--- src/rtl/clock_freq_pkg.sv ---
// Shared state encoding and counter widths for the clock frequency reader.
package clock_freq_pkg;

   typedef logic [3:0] state_t;

   localparam state_t ST_IDLE        = 4'd0;
   localparam state_t ST_PRIME_LATCH = 4'd1;
   localparam state_t ST_PRIME_CLR   = 4'd2;
   localparam state_t ST_PRIME_SET   = 4'd3;
   localparam state_t ST_WAIT_PERIOD = 4'd4;
   localparam state_t ST_LATCH       = 4'd5;
   localparam state_t ST_WAIT_CLR    = 4'd6;
   localparam state_t ST_WAIT_SET    = 4'd7;
   localparam state_t ST_CAPTURE     = 4'd8;
   localparam state_t ST_DIVIDE      = 4'd9;
   localparam state_t ST_DONE        = 4'd10;

   localparam int unsigned TMO_CNT_W    = 32'd32;
   localparam int unsigned PERIOD_CNT_W = 32'd32;

endpackage

--- src/rtl/clock_freq_reader_serial_divider.sv ---
// Restoring divider producing one quotient bit per cycle; the first bit is
// resolved on the start cycle so a full divide takes exactly NUM_W cycles.
module serial_divider #(
   parameter int unsigned NUM_W = 32'd96,
   parameter int unsigned DEN_W = 32'd64
) (
   input  logic             i_clk,
   input  logic             i_rst,
   input  logic             i_start,
   input  logic [NUM_W-1:0] i_num,
   input  logic [DEN_W-1:0] i_den,
   output logic             o_done,
   output logic [NUM_W-1:0] o_quot
);

   localparam int unsigned CNT_W = $clog2(NUM_W + 32'd1);

   logic [DEN_W-1:0] rem_r, rem_src_s, rem_nxt_s, diff_s;
   logic [NUM_W-1:0] quo_r, quo_src_s, quo_nxt_s;
   logic [DEN_W:0]   shifted_s;
   logic             ge_s;
   logic [CNT_W-1:0] cnt_r;
   logic             busy_r, done_r;

   // One restoring step: shift in the next dividend bit, keep the subtraction if it fits.
   always_comb begin
      if (i_start) begin
         rem_src_s = {DEN_W{1'b0}};
         quo_src_s = i_num;
      end else begin
         rem_src_s = rem_r;
         quo_src_s = quo_r;
      end
      shifted_s = {rem_src_s, quo_src_s[NUM_W-1]};
      ge_s      = (shifted_s >= {1'b0, i_den});
      diff_s    = shifted_s[DEN_W-1:0] - i_den;
      if (ge_s) begin
         rem_nxt_s = diff_s;
         quo_nxt_s = {quo_src_s[NUM_W-2:0], 1'b1};
      end else begin
         rem_nxt_s = shifted_s[DEN_W-1:0];
         quo_nxt_s = {quo_src_s[NUM_W-2:0], 1'b0};
      end
   end

   // Step counter plus quotient/remainder registers.
   always_ff @(posedge i_clk) begin
      if (i_rst) begin
         rem_r  <= {DEN_W{1'b0}};
         quo_r  <= {NUM_W{1'b0}};
         cnt_r  <= {CNT_W{1'b0}};
         busy_r <= 1'b0;
         done_r <= 1'b0;
      end else if (i_start) begin
         rem_r  <= rem_nxt_s;
         quo_r  <= quo_nxt_s;
         cnt_r  <= CNT_W'(1'b1);
         busy_r <= 1'b1;
         done_r <= 1'b0;
      end else if (busy_r) begin
         rem_r <= rem_nxt_s;
         quo_r <= quo_nxt_s;
         cnt_r <= cnt_r + CNT_W'(1'b1);
         if (cnt_r == CNT_W'(NUM_W - 32'd1)) begin
            busy_r <= 1'b0;
            done_r <= 1'b1;
         end else begin
            done_r <= 1'b0;
         end
      end else begin
         done_r <= 1'b0;
      end
   end

   assign o_done = done_r;
   assign o_quot = quo_r;

endmodule

--- src/rtl/clock_freq_reader.sv ---
// Measures an external clock from a pair of latched free-running counters: a priming
// latch zeroes them, a second latch one period later gives f = F_local * ext / local.
module clock_freq_reader
   import clock_freq_pkg::*;
#(
   parameter int unsigned CLOCK_COUNTER_WIDTH   = 32'd64,
   parameter int unsigned LOCAL_FREQ_HZ         = 32'd100_000_000,
   parameter int unsigned MEASURE_PERIOD_CYCLES = 32'd1_000_000,
   parameter int unsigned FREQ_WIDTH            = 32'd32,
   parameter int unsigned TIMEOUT_CYCLES        = 32'd65_536
) (
   input  logic                           i_clk,
   input  logic                           i_rst,
   input  logic                           i_start,
   input  logic                           i_continuous,
   output logic                           o_latch_counters,
   input  logic                           i_counter_valid,
   input  logic [CLOCK_COUNTER_WIDTH-1:0] i_clk_local_counter,
   input  logic [CLOCK_COUNTER_WIDTH-1:0] i_clk_extern_counter,
   output logic                           o_busy,
   output logic                           o_freq_valid,
   output logic [FREQ_WIDTH-1:0]          o_freq_hz,
   output logic                           o_error
);

   localparam int unsigned NUM_W = CLOCK_COUNTER_WIDTH + 32'd32;
   localparam int unsigned AGE_W = (TMO_CNT_W > PERIOD_CNT_W) ? TMO_CNT_W : PERIOD_CNT_W;

   state_t                         state_r, state_s;
   logic [AGE_W-1:0]               age_r;
   logic [NUM_W-1:0]               num_r, quot_s;
   logic [CLOCK_COUNTER_WIDTH-1:0] den_r;
   logic                           div_start_r, div_done_s;
   logic                           tmo_s, period_end_s;
   logic [FREQ_WIDTH-1:0]          freq_sat_s, freq_hz_r;
   logic                           latch_r, busy_r, freq_valid_r, error_r;

   // age_r counts cycles spent in the current state; it serves both the period and the timeouts
   assign tmo_s        = (age_r == AGE_W'(TIMEOUT_CYCLES - 32'd1));
   assign period_end_s = (age_r == AGE_W'(MEASURE_PERIOD_CYCLES - 32'd1));

   // Next-state decode for the latch / wait / divide sequence.
   always_comb begin
      state_s = state_r;
      case (state_r)
         ST_IDLE:        if (i_start || i_continuous) state_s = ST_PRIME_LATCH; else state_s = ST_IDLE;
         ST_PRIME_LATCH: state_s = ST_PRIME_CLR;
         ST_PRIME_CLR:   if (!i_counter_valid) state_s = ST_PRIME_SET; else if (tmo_s) state_s = ST_IDLE; else state_s = ST_PRIME_CLR;
         ST_PRIME_SET:   if (i_counter_valid) state_s = ST_WAIT_PERIOD; else if (tmo_s) state_s = ST_IDLE; else state_s = ST_PRIME_SET;
         ST_WAIT_PERIOD: if (period_end_s) state_s = ST_LATCH; else state_s = ST_WAIT_PERIOD;
         ST_LATCH:       state_s = ST_WAIT_CLR;
         ST_WAIT_CLR:    if (!i_counter_valid) state_s = ST_WAIT_SET; else if (tmo_s) state_s = ST_IDLE; else state_s = ST_WAIT_CLR;
         ST_WAIT_SET:    if (i_counter_valid) state_s = ST_CAPTURE; else if (tmo_s) state_s = ST_IDLE; else state_s = ST_WAIT_SET;
         ST_CAPTURE:     if (i_clk_local_counter == {CLOCK_COUNTER_WIDTH{1'b0}}) state_s = ST_IDLE; else state_s = ST_DIVIDE;
         ST_DIVIDE:      if (div_done_s) state_s = ST_DONE; else state_s = ST_DIVIDE;
         ST_DONE:        if (i_continuous) state_s = ST_PRIME_LATCH; else state_s = ST_IDLE;
         default:        state_s = ST_IDLE;
      endcase
   end

   // Saturate the wide quotient into the result width.
   always_comb begin
      if (|quot_s[NUM_W-1:FREQ_WIDTH]) begin
         freq_sat_s = {FREQ_WIDTH{1'b1}};
      end else begin
         freq_sat_s = quot_s[FREQ_WIDTH-1:0];
      end
   end

   // Sequence state, strobes, captured operands and result registers.
   always_ff @(posedge i_clk) begin
      if (i_rst) begin
         state_r      <= ST_IDLE;
         age_r        <= {AGE_W{1'b0}};
         num_r        <= {NUM_W{1'b0}};
         den_r        <= {CLOCK_COUNTER_WIDTH{1'b0}};
         div_start_r  <= 1'b0;
         latch_r      <= 1'b0;
         busy_r       <= 1'b0;
         freq_valid_r <= 1'b0;
         freq_hz_r    <= {FREQ_WIDTH{1'b0}};
         error_r      <= 1'b0;
      end else begin
         state_r      <= state_s;
         age_r        <= (state_s != state_r) ? {AGE_W{1'b0}} : age_r + AGE_W'(1'b1);
         latch_r      <= (state_s == ST_PRIME_LATCH) || (state_s == ST_LATCH);
         busy_r       <= (state_s != ST_IDLE);
         div_start_r  <= (state_r == ST_CAPTURE) && (state_s == ST_DIVIDE);
         freq_valid_r <= (state_s == ST_DONE);
         if (state_r == ST_CAPTURE) begin
            num_r <= NUM_W'(LOCAL_FREQ_HZ) * NUM_W'(i_clk_extern_counter);
            den_r <= i_clk_local_counter;
         end
         if ((state_r == ST_DIVIDE) && div_done_s) begin
            freq_hz_r <= freq_sat_s;
         end
         // any return to IDLE that is not the normal DONE exit is an abort
         if ((state_s == ST_IDLE) && (state_r != ST_IDLE) && (state_r != ST_DONE)) begin
            error_r <= 1'b1;
         end else if ((state_r == ST_IDLE) && i_start) begin
            error_r <= 1'b0;
         end
      end
   end

   serial_divider #(
      .NUM_W (NUM_W),
      .DEN_W (CLOCK_COUNTER_WIDTH)
   ) u_divider (
      .i_clk   (i_clk),
      .i_rst   (i_rst),
      .i_start (div_start_r),
      .i_num   (num_r),
      .i_den   (den_r),
      .o_done  (div_done_s),
      .o_quot  (quot_s)
   );

   assign o_latch_counters = latch_r;
   assign o_busy           = busy_r;
   assign o_freq_valid     = freq_valid_r;
   assign o_freq_hz        = freq_hz_r;
   assign o_error          = error_r;

endmodule
--- config.mk ---
export PLATFORM = sky130hd
export DESIGN_NAME = clock_freq_reader
export DESIGN_NICKNAME = d
export VERILOG_FILES = /design/src/rtl/clock_freq_pkg.sv /design/src/rtl/clock_freq_reader_serial_divider.sv /design/src/rtl/clock_freq_reader.sv
export SDC_FILE = /design/constraint.sdc
export NUM_CORES = 2
export LEC_CHECK = 0
export BUFFER_PORTS_ARGS = -buffer_cell sky130_fd_sc_hd__buf_2
export CORE_MARGIN = 2
export CORE_UTILIZATION = 55
export CTS_CLUSTER_DIAMETER = 150
export DETAILED_ROUTE_END_ITERATION = 12
export HOLD_SLACK_MARGIN = 0.1
export PLACE_DENSITY = 0.72
export SYNTH_ARGS = -nofsm -noshare
export SYNTH_HDL_FRONTEND = slang
export SYNTH_SLANG_ARGS = --single-unit
--- constraint.sdc ---
create_clock -name i_clk -period 7.38 [get_ports i_clk]
set_input_delay 0.369 -clock i_clk [delete_from_list [all_inputs] [get_ports i_clk]]
set_output_delay 0.369 -clock i_clk [all_outputs]
set_load 0.05 [all_outputs]
## Word-level counts from Yosys, hierarchy flattened

Index checks and enable logic that the tools add are counted.

| storage, ports and cells | value |
|---|---|
| word-level logic and storage cells | 90 |
| input bits | 133 |
| output and inout bits | 36 |
| flip-flop bits (word level) | 389 |

| operators by class | value |
|---|---|
| add/sub/neg operators | 3 |
| bitwise operators | 1 |
| multipliers | 1 |
| muxes and demuxes | 31 |
| reduce and logical (&&, ||, !) cells | 18 |
| equality and inequality tests | 19 |
| order comparisons | 1 |

Operators by type and width:

| operator | count |
|---|---|
| 2-to-1 mux 96 bit | 3 |
| 2-to-1 mux 64 bit | 4 |
| multiplier 19 x 64 -> 83 bit, first input constant | 1 |
| greater-or-equal comparator 65 x 64 -> 1 bit | 1 |
| logical NOT 64 bit | 1 |
| OR reduction 64 bit | 1 |
| subtractor 64 bit | 1 |
| case mux 4 bit (11 select lines) | 1 |
| adder 32 x 1 -> 32 bit, second input constant | 1 |
| == test 32 x 16 -> 1 bit, second input constant | 1 |
| == test 32 x 20 -> 1 bit, second input constant | 1 |
| 2-to-1 mux 32 bit | 1 |
| == test 4 x 3 -> 1 bit, second input constant | 5 |
| == test 4 bit, second input constant | 5 |
| 2-to-1 mux 1 bit | 12 |
| 2-to-1 mux 3 bit | 4 |
| == test 4 x 1 -> 1 bit, second input constant | 2 |
| == test 4 x 2 -> 1 bit, second input constant | 2 |
| logical NOT 4 bit | 2 |
| 2-to-1 mux 2 bit | 4 |
| 2-to-1 mux 4 bit | 2 |
| nonzero test 4 bit | 2 |
| adder 7 x 1 -> 7 bit, second input constant | 1 |
| == test 7 bit, second input constant | 1 |
| 8 further kinds | 15 |

## Longest topological paths before layout

| logic depth | value |
|---|---|
| depth in word-level cells | 8 |
| mapped depth | 24 |

## Cells and area by module

A second synthesis with hierarchy kept.

| unflattened totals | value |
|---|---|
| cell total of the unflattened synthesis | 4990 |
| area, all modules | 43675.6 um2 |

Modules (own cells, without submodules):

| module | area an instance (um2) | instances | cells an instance | seq. area each (um2) |
|---|---|---|---|---|
| clock_freq_reader | 31670.4 | 1 | 3381 | 4404.2 |
| serial_divider | 12005.3 | 1 | 1609 | 3383.2 |

## Worst setup path after synthesis

Ideal clock, no wire load.

| path | value |
|---|---|
| path kind | input to register |
| start point | in i_clk_extern_counter[6] |
| end point | reg num_r[83] |
| stages | 19 |
| arrival time | 6.079 ns |
| setup time | 0.062 ns |
| setup slack | 1.239 ns |
| cell sequence | inv_1 fa_1 fa_1 inv_1 fa_1 fa_1 fa_1 inv_1 fa_1 inv_1 ha_1 nand4_2 or4_1 o31a_1 o31ai_4 a31oi_4 or3_4 a211o_1 nand3_1 |

| between the ends | value |
|---|---|
| cells in the longest elaborated chain, start to end | 1 |

RTL lines:

| element | line | source |
|---|---|---|
| start, declared | clock_freq_reader.sv:19 | `input logic [CLOCK_COUNTER_WIDTH-1:0] i_clk_extern_counter,` |
| multiplier 19 x 64 -> 83 bit | clock_freq_reader.sv:91 | `num_r <= NUM_W'(LOCAL_FREQ_HZ) * NUM_W'(i_clk_extern_counter);` |
| end signal, assigned | clock_freq_reader.sv:75 | `num_r <= {NUM_W{1'b0}};` |
| end signal, assigned | clock_freq_reader.sv:91 |  |
| end, declared | clock_freq_reader.sv:31 | `logic [NUM_W-1:0] num_r, quot_s;` |

Every way passes these cells.
A chain may end at the register's enable or synchronous reset.

## Worst setup path in the final report

| path | value |
|---|---|
| start point | in i_clk_extern_counter[19] |
| end point | reg num_r[89] |

Same word-level chain as after synthesis.

==> flow_summary.toml <==
[critical_path]
worst-setup-path-type = "primary input to flip-flop"
rr_worst_depth = 14
cp-start-kind = "primary input"
critPathCaptureType = "flip-flop"
crit_arrival_ns = 6.96
cp_data_required_time_ns = 7.88
crit_path_max_fanout = 8

[die]
die-area_um2 = 81400
ioPinCount = 169
num_rows = 103
fp.dieW_um = 285
initial_core_util_pct = 55.3
die_y_um = 285
core_um2 = 78600

[sta]
worstMarginPinSlew_ns = 1.10
max_freq_mhz = 155
grt_setup_unrepaired = "no"
fin_ws_ns = 0.917
period_share_pct = 87.6
finClkSkew_ns = 0.0271
fin_crit_ns = 6.46
hold_viol_final = 0
final.setup.tns_ns = 0
finalSetupViolCount = 0
slew_headroom_pct = 26.8
final_max_slew_viol_count = 0

[final_layout]
final_layout_size_suffix_gt1_share_pct = 5.69
multi_input_area_um2 = 31700
n_antenna_cell = 0
final-seq-area_um2 = 7790
mostFrequentLayoutCell = "inv_1"
final_cell_mix = "inv_1, fa_1, ha_1, nor2_1, nand2_1"
final_nets = 6308
fillers = 7007
synthToLayoutAreaGrowth_pct = 8.28

[clock_tree]
cts_max_level = 2
root_buffer = "clkbuf_16"
clk_pin_slew_worst_paths_ns = 0.06
clock_sinks = 389
insertion_delay_ns = 0.57
clockBufferDepth = 3
cts_buffers = 42
cts_tree = "built"
cts_resized = 0

[logic_synthesis]
ys_seq_area_share_pct = 17.9
synth_top_area_share_pct = 25.9
yosys.area.top_type = "fa_1"
synth_cell_types = 85
synth_nets = 6214
yosys_warnings = 0
ys_ff_latch = 389
syn_area_um2 = 43500
synth_cells = 5061
ys.flop_type = "dfxtp_1"
async_flop_share_pct = 0
synth_area_leaders = "fa_1, dfxtp_1, ha_1, inv_1, a21oi_1"
syn_avg_cell_area_um2 = 8.59
synth-edff-count = 0

[job]
max_cap_violations = 0

[drt]
detail-route-antenna-nets = 0
vias = 34500
drt-initial-drc-count = 2282
dr.pass1.iters = 6
via_per_inst = 5.53
routed_wl_um = 110000
post-route-drc-count = 0
wl_per_cell_um = 17.6

[placed_design]
place_ws_ns = 0.405
hpwl_um = 88000
port_buffers = 168
gp_congestion = 0.966

[worst_hold_path]
hp-class = "primary input to flip-flop"
hold-path-cell-count = 3

[global_routing]
antenna_found_initial = 2
grt_overflow = 0
grt_pass1_wl_um = 183000
grt_start_max_net_pins = 205
grt_usage_pct = 27.6
grt_pass1_vias = 35300

[outcome]
status = "completed"
-- worst max-delay path, cell delays in order --
cell       delay, ns
buf_2           0.24
inv_1           0.17
fa_1            0.56
inv_1           0.05
fa_1            0.47
fa_1            0.52
fa_1            0.52
fa_1            0.56
inv_1           0.06
fa_1            0.53
inv_1           0.04
ha_1            0.41
and4_1          0.29
nand3_1         0.13
buf_4           0.18
nor2_1          0.16
a2bb2oi_1       0.27
o21ai_1         0.21
a2111oi_2       0.59
nor3b_1         0.14
or3_1           0.39
nand3_1         0.08
-- final cells by class --
class,count,share of cell area [%]
clock buffer,62,2.67
clock inverter,12,0.263
inverter,857,6.83
multi-input combinational,3611,67.4
sequential,389,16.5
tap,1050,2.79
timing repair buffer,254,3.53
-- cells in the mapped netlist, drive strengths merged (29+ instances only) --
cell and instances:
o21ai 137, ha 457, dfxtp 389, nor2b 75, inv 857, nand2 448, a21o 111, and3 39
clkbuf 175, nand3 56, fa 563, a21oi 427, nor4 51, xnor2 95, nor2 450, nor3 79
buf 29, nand4 60, o21bai 33, mux2i 104, xor2 107
-- worst paths after layout --
check | startpoint | endpoint | slack (ns)
worst min-delay path | i_clk_local_counter[63] | den_r[63] | 0.13
worst max-delay path | i_clk_extern_counter[19] | num_r[89] | 0.92
worst min register to register | num_r[68] | num_r[68] | 0.45
worst max register to register | div_start_r | u_divider.rem_r[20] | 2.03
-- stage by stage --
step                utilization, %  hold WS (ns)  instances  area (um2)
detailed placement            57.4         0.442       6100       45100
global placement              57.4         0.437       6100       45100
CTS                           59.9         0.111       6235       47100
floorplan                        -         0.425       5061       43500
finish                        59.9         0.134       6235       47100
global route                  59.9         0.129       6235       47100
-- what timing repair did --
action                                  4_1_cts  5_1_grt
setup buffers                                 0        0
hold buffers                                 61        0
hold endpoints to repair                     61        0
endpoints found under the setup margin        0        0
-- flip-flops by register name, summed over array words and instances, names as in the netlist, 4 cells and up --
| register | cells |
|---|---|
| den_r | 64 |
| u_divider.o_quot | 96 |
| u_divider.rem_r | 64 |
| u_divider.cnt_r | 7 |
| num_r | 83 |
| state_r | 4 |
| o_freq_hz | 32 |
| age_r | 32 |
-- cell families (layout without fill, tap and decap cells) --
kind of cell,count (synthesis),after routing,share of synthesized area (%)
buf+inv,1061,1185,9.20
fa+ha+maj,1021,1021,39.1
xor+xnor,202,202,4.07
simple gates,1347,1347,14.0
mux,105,105,2.42
compound gates,936,936,13.3
flops,389,389,17.9
-- metal layers --
layer | GRT usage [%] | routed length [um]
met1 | 38.5 | 50400
met2 | 46.0 | 51600
met3 | 3.23 | 5200
met4 | 6.34 | 2540
met5 | 0 | 20
Power is left out: the tool's default activity adds up to more than one toggle a clock period on the data nets, which glitch-free logic cannot reach.
